**config.mk**
```make
export PLATFORM = sky130hd
export DESIGN_NAME = bcd_stopwatch_flat
export DESIGN_NICKNAME = d
export VERILOG_FILES = /design/src/rtl/bcd_stopwatch_if.sv /design/src/rtl/bcd_stopwatch.sv /design/src/flat_wrapper.sv
export SDC_FILE = /design/constraint.sdc
export NUM_CORES = 1
export LEC_CHECK = 0
export ABC_AREA = 1
export CAP_MARGIN = 20
export CELL_PAD_IN_SITES_DETAIL_PLACEMENT = 1
export CELL_PAD_IN_SITES_GLOBAL_PLACEMENT = 2
export CORE_MARGIN = 2
export CORE_UTILIZATION = 32
export CTS_CLUSTER_DIAMETER = 50
export DETAILED_ROUTE_END_ITERATION = 8
export PLACE_DENSITY = 0.85
export SLEW_MARGIN = 20
export SYNTH_ARGS = -nofsm -noshare
export SYNTH_HDL_FRONTEND = slang
export SYNTH_SLANG_ARGS = --single-unit
```
**constraint.sdc**
```tcl
create_clock -name clk -period 1.6 [get_ports clk]
set_input_delay 0.32 -clock clk [delete_from_list [all_inputs] [get_ports clk]]
set_output_delay 0.32 -clock clk [all_outputs]
set_load 0.005 [all_outputs]
```
**src/rtl/bcd_stopwatch_if.sv**
```systemverilog
// Signal bundle between the stopwatch and its display/button side.
// Carries the lap input only when STOPWATCH_LAP_EN is defined.
interface bcd_stopwatch_if #(
  parameter int NUM_DIGITS = 2
);
  localparam int SEL_W = (NUM_DIGITS > 1) ? $clog2(NUM_DIGITS) : 1;

  logic                    start_stop;
  logic                    clear;
  logic [SEL_W-1:0]        digit_sel;
  logic [3:0]              num;
  logic [4*NUM_DIGITS-1:0] bcd_all;
  logic                    running;
  logic                    tick;
  logic                    wrap;
`ifdef STOPWATCH_LAP_EN
  logic                    lap;

  modport master (
    output start_stop, clear, digit_sel, lap,
    input  num, bcd_all, running, tick, wrap
  );
  modport slave (
    input  start_stop, clear, digit_sel, lap,
    output num, bcd_all, running, tick, wrap
  );
`else
  modport master (
    output start_stop, clear, digit_sel,
    input  num, bcd_all, running, tick, wrap
  );
  modport slave (
    input  start_stop, clear, digit_sel,
    output num, bcd_all, running, tick, wrap
  );
`endif
endinterface

```
**src/rtl/bcd_stopwatch.sv**
```systemverilog
// Prescaled BCD stopwatch with start/pause, clear and wrap at MAX_VAL.
// Optional lap freeze of the displayed digits when STOPWATCH_LAP_EN is defined.
module bcd_stopwatch #(
  parameter int CLK_DIV    = 20_000_000,
  parameter int NUM_DIGITS = 2,
  parameter int MAX_VAL    = 32
) (
  input  logic           clk,
  input  logic           rst,
  bcd_stopwatch_if.slave sw
);
  localparam int SEL_W = (NUM_DIGITS > 1) ? $clog2(NUM_DIGITS) : 1;
  localparam int PRE_W = $clog2(CLK_DIV);
  localparam int CNT_W = (MAX_VAL > 0) ? $clog2(MAX_VAL + 1) : 1;

  typedef logic [NUM_DIGITS-1:0][3:0] digits_t;

  logic             run_q, run_d;
  logic             ss_prev_q, ss_prev_d;
  logic [PRE_W-1:0] pre_q, pre_d;
  logic [CNT_W-1:0] cnt_q, cnt_d;
  digits_t          dig_q, dig_d;
  logic             tick_q, tick_d;
  logic             wrap_q, wrap_d;
  logic             ss_rise, inc, at_max;
  digits_t          view;

  // Ripple-carry increment: a 9 rolls to 0 and passes the carry upward.
  function automatic digits_t bcd_inc(input digits_t d);
    digits_t r;
    logic    carry;
    r     = d;
    carry = 1'b1;
    for (int i = 0; i < NUM_DIGITS; i++) begin
      if (carry) begin
        if (r[i] == 4'd9) begin
          r[i] = 4'd0;
        end else begin
          r[i]  = r[i] + 4'd1;
          carry = 1'b0;
        end
      end
    end
    return r;
  endfunction

  always_comb begin
    ss_rise   = sw.start_stop & ~ss_prev_q;
    inc       = run_q && (pre_q == PRE_W'(CLK_DIV - 1));
    at_max    = (cnt_q == CNT_W'(MAX_VAL));
    ss_prev_d = sw.start_stop;
    run_d     = run_q ^ ss_rise;
    pre_d     = pre_q;
    cnt_d     = cnt_q;
    dig_d     = dig_q;
    tick_d    = 1'b0;
    wrap_d    = 1'b0;
    if (sw.clear) begin
      pre_d = '0;
      cnt_d = '0;
      dig_d = '0;
    end else begin
      if (run_q) pre_d = inc ? '0 : pre_q + 1'b1;
      if (inc) begin
        tick_d = 1'b1;
        if (at_max) begin
          cnt_d  = '0;
          dig_d  = '0;
          wrap_d = 1'b1;
        end else begin
          cnt_d = cnt_q + 1'b1;
          dig_d = bcd_inc(dig_q);
        end
      end
    end
  end

  // Stage boundary: count, control and pulse registers
  always_ff @(posedge clk) begin
    if (rst) begin
      run_q     <= 1'b0;
      ss_prev_q <= 1'b0;
      pre_q     <= '0;
      cnt_q     <= '0;
      dig_q     <= '0;
      tick_q    <= 1'b0;
      wrap_q    <= 1'b0;
    end else begin
      run_q     <= run_d;
      ss_prev_q <= ss_prev_d;
      pre_q     <= pre_d;
      cnt_q     <= cnt_d;
      dig_q     <= dig_d;
      tick_q    <= tick_d;
      wrap_q    <= wrap_d;
    end
  end

`ifdef STOPWATCH_LAP_EN
  logic    lap_prev_q, lap_prev_d;
  logic    freeze_q, freeze_d;
  logic    lap_rise;
  digits_t lap_q, lap_d;

  always_comb begin
    lap_rise   = sw.lap & ~lap_prev_q;
    lap_prev_d = sw.lap;
    freeze_d   = freeze_q;
    lap_d      = lap_q;
    if (sw.clear) begin
      freeze_d = 1'b0;
    end else if (lap_rise) begin
      freeze_d = ~freeze_q;
      if (!freeze_q) lap_d = dig_q;
    end
  end

  // Stage boundary: lap capture registers
  always_ff @(posedge clk) begin
    if (rst) begin
      lap_prev_q <= 1'b0;
      freeze_q   <= 1'b0;
      lap_q      <= '0;
    end else begin
      lap_prev_q <= lap_prev_d;
      freeze_q   <= freeze_d;
      lap_q      <= lap_d;
    end
  end

  assign view = freeze_q ? lap_q : dig_q;
`else
  assign view = dig_q;
`endif

  always_comb begin
    sw.num = 4'hF;
    for (int i = 0; i < NUM_DIGITS; i++) begin
      if (sw.digit_sel == SEL_W'(i)) sw.num = view[i];
    end
  end

  assign sw.bcd_all = view;
  assign sw.running = run_q;
  assign sw.tick    = tick_q;
  assign sw.wrap    = wrap_q;
endmodule

```
**src/flat_wrapper.sv**
```systemverilog
// flat-port wrapper written by rule: the top's interface ports become plain ports
module bcd_stopwatch_flat 
#(
  parameter int CLK_DIV    = 20_000_000,
  parameter int NUM_DIGITS = 2,
  parameter int MAX_VAL    = 32
)
  (clk, rst, sw_start_stop, sw_clear, sw_digit_sel, sw_num, sw_bcd_all, sw_running, sw_tick, sw_wrap);
  bcd_stopwatch_if #(.NUM_DIGITS(NUM_DIGITS)) sw_i ();
  input  logic clk;
  input  logic rst;
  input wire logic [$bits(sw_i.start_stop)-1:0] sw_start_stop;
  input wire logic [$bits(sw_i.clear)-1:0] sw_clear;
  input wire logic [$bits(sw_i.digit_sel)-1:0] sw_digit_sel;
  output wire logic [$bits(sw_i.num)-1:0] sw_num;
  output wire logic [$bits(sw_i.bcd_all)-1:0] sw_bcd_all;
  output wire logic [$bits(sw_i.running)-1:0] sw_running;
  output wire logic [$bits(sw_i.tick)-1:0] sw_tick;
  output wire logic [$bits(sw_i.wrap)-1:0] sw_wrap;
  assign sw_i.start_stop = sw_start_stop;
  assign sw_i.clear = sw_clear;
  assign sw_i.digit_sel = sw_digit_sel;
  assign sw_num = sw_i.num;
  assign sw_bcd_all = sw_i.bcd_all;
  assign sw_running = sw_i.running;
  assign sw_tick = sw_i.tick;
  assign sw_wrap = sw_i.wrap;
  bcd_stopwatch #(.CLK_DIV(CLK_DIV), .NUM_DIGITS(NUM_DIGITS), .MAX_VAL(MAX_VAL)) u_core (.clk(clk), .rst(rst), .sw(sw_i));
endmodule
```
==> results of run 1 <==
[tightest hold or removal path: stages, from the launching register on]
cell and delay (ns):
dfxtp_1 0.34, nand2_1 0.07, nand2_1 0.04
[cell usage after synthesis, drive strengths merged]
cell | instances | share of area, %
xor2 | 4 | 1.5
or2 | 1 | 0.27
ha | 7 | 3.7
buf | 5 | 1.6
xnor2 | 1 | 0.37
o21bai | 1 | 0.32
nor2 | 78 | 14
o21ai | 14 | 3.0
nand3 | 30 | 6.6
nand4 | 17 | 4.5
nand3b | 1 | 0.32
dfxtp | 43 | 36
nor3 | 13 | 2.8
inv | 46 | 7.3
nand2 | 84 | 14
a21oi | 9 | 2.1
nor3b | 3 | 0.95
and3 | 1 | 0.27
[sequential cells by signal, summed over array words and instances (netlist names)]
signal             cells
u_core.ss_prev_q       1
u_core.cnt_q           6
u_core.sw.running      1
u_core.sw.bcd_all      8
u_core.sw.tick         1
u_core.sw.wrap         1
u_core.pre_q          25
[stage by stage]
step	hold WS [ns]	total power, W	setup TNS, ns	std cells
2_1_floorplan	0.389	0.00114	0	358
3_3_place_gp	0.484	0.00118	-2.63	511
3_5_place_dp	0.482	0.00118	-3.53	511
4_1_cts	0.496	0.00196	0	519
5_1_grt	0.525	0.00203	-0.133	524
6_report	0.497	0.00194	0	524
[path summary, 6_finish.rpt]
path                        start              endpoint
max          u_core.sw.bcd_all[6]         sw_bcd_all[6]
min               u_core.cnt_q[1]       u_core.cnt_q[1]
max reg2reg       u_core.pre_q[0]  u_core.sw.bcd_all[1]
min reg2reg       u_core.cnt_q[1]       u_core.cnt_q[1]
[per-layer routing]
metal / global-route usage [%] / share of wire, %
met1: 21.4 / 45
met2: 31.4 / 51
met3: 3.44 / 3.1
met4: 5.64 / 1.2
met5: 0 / 0
[logic make-up after synthesis]
logic type / Yosys count
compound gates: 24
xor+xnor: 5
fa+ha+maj: 7
buf+inv: 51
flops: 43
simple gates: 228
[where the power goes]
part           internal (W)  leakage [nW]  switching, W
registers           0.00107         0.352    0.00000368
logic             0.0000340         0.989     0.0000537
clock network      0.000394        0.0515      0.000377
total               0.00150          1.39      0.000434
[what timing repair did]
| item | 4_1_cts | 5_1_grt |
|---|---|---|
| endpoints found under the setup margin | 28 | 38 |
| resized for setup | 15 | 30 |
| pin swaps | 0 | 6 |
| setup buffers | 0 | 4 |
| gates cloned | 0 | 1 |
[area by class of cell]
class | instances | area share, %
tap | 99 | 3.85
sequential | 43 | 27.2
timing repair buffer | 63 | 16.9
inverter | 46 | 5.37
clock buffer | 8 | 3.11
multi-input combinational | 265 | 43.5
==> results.cfg, run 1 <==
[place]
pre_cts_ws_ns = -0.352
dp_hpwl_microns = 5290
place.gp.congestion = 0.852
dpl_cell_area_sq_um = 2940
portBuffers = 19

[setup_path]
crit_arrival_ns = 1.23
path_delay_family = buffers and inverters
r2r_cells = 10
cp_slowest_stage_delay_ns = 0.53
worstSetupPathType = flop to primary output
start_kind = flop
cp_num_cells = 1
cp_cell_sequence = clkdlybuf4s50_1
required_ns = 1.28
end_kind = primary output
cp_num_buf_inv = 1
cpMaxStageDelayCell = clkdlybuf4s50_1
r2r_setup_slack_ns = 0.09
cp_max_fo = 5

[hold_path]
worstHoldPathType = flop to flop
hold_depth = 2

[floorplan]
start_util_pct = 32.7
rows = 31
die_w_microns = 89.9
core_sq_um = 7210
io_pins = 20
dieHeight_microns = 89.9
die_area_sq_um = 8080

[detailed_routing]
wl_microns = 7030
vias = 2519
wl_per_cell_microns = 13.4
vias_per_cell = 4.81
drc = 0
drt_first_pass_iters = 4
drtAntennaViolNets = 0
drt_iter0_drc = 51

[sta]
rsz0062_at_grt = yes
finalClockSkew_ns = 0.00362
period_share_pct = 97.0
finalCriticalPeriod_ns = 1.55
tightest_slew_ns = 0.352
fmax_mhz = 644
finalHoldViolations = 0
fin_ws_ns = 0.0476
finalMaxSlewViolations = 0
setup_viol = 0
slew_headroom_pct = 76.3

[pwr]
p_leak_nw = 1.39
peakVddDrop_mv = 0.279
p_per_area_nw_per_um2 = 602

[synthesis]
synthSimpleGateAreaFrac_pct = 43.7
synth_warnings = 0
synth_top_family_by_area = simple AND/OR/NAND/NOR gates
synthMuxAreaShare_pct = 0
synthAdderAreaFrac_pct = 3.71
netlist_area_sq_um = 2360
synth-seq-cells = 43
synth_compound_area_share_pct = 5.35
ys_seq_area_share_pct = 36.5
synth_cell_types = 29
avgSynthCellArea_sq_um = 6.60
synth_cells = 358
synthXorXnorAreaFrac_pct = 1.85
synth_fp_nets = 370

[clocking]
cts_tree = yes
h-tree-depth = 2
clk_pin_slew_ns = 0.08
cts_buffer_depth = 2
cts_sinks = 43
cts_buffers = 5
cts_root_buf = clkbuf_8
hold_buffers = 0
clk_latency_ns = 0.30

[global_routing]
grt_antenna_before_repair = 0
grt_pass1_wl_microns = 11600
grt.total_usage_pct = 17.6
grt_start_max_net_pins = 14
grt_remaining_overflow = 0
grt_pass1_vias = 2510

[finish]
postLayoutCellArea_sq_um = 3220
n_antenna_cell = 0
nNetsFinal = 436
nFillCells = 978
final_common_cell = nand2_1
utilization_pct = 44.6
seqCellArea_sq_um = 875
layout-drive-gt1-share_pct = 21.2
multiInputGateArea_sq_um = 1400
area_growth_pct = 36.2
layout_common_cells = 78 x nand2_1, 64 x nor2_1, 45 x inv_1

[flow_run]
drv_cap = 0

[outcome]
status = complete, no violations
(Power assumes the default switching activity.)
==> run 2: changes to the inputs <==
--- a/config.mk
+++ b/config.mk
@@ -13,6 +13,7 @@
 export CORE_UTILIZATION = 32
 export CTS_CLUSTER_DIAMETER = 50
 export DETAILED_ROUTE_END_ITERATION = 8
+export GPL_ROUTABILITY_DRIVEN = 0
 export PLACE_DENSITY = 0.85
 export SLEW_MARGIN = 20
 export SYNTH_ARGS = -nofsm -noshare
==> results of run 2 <==
Final layout, timing and power as in run 1 (identical DEF).
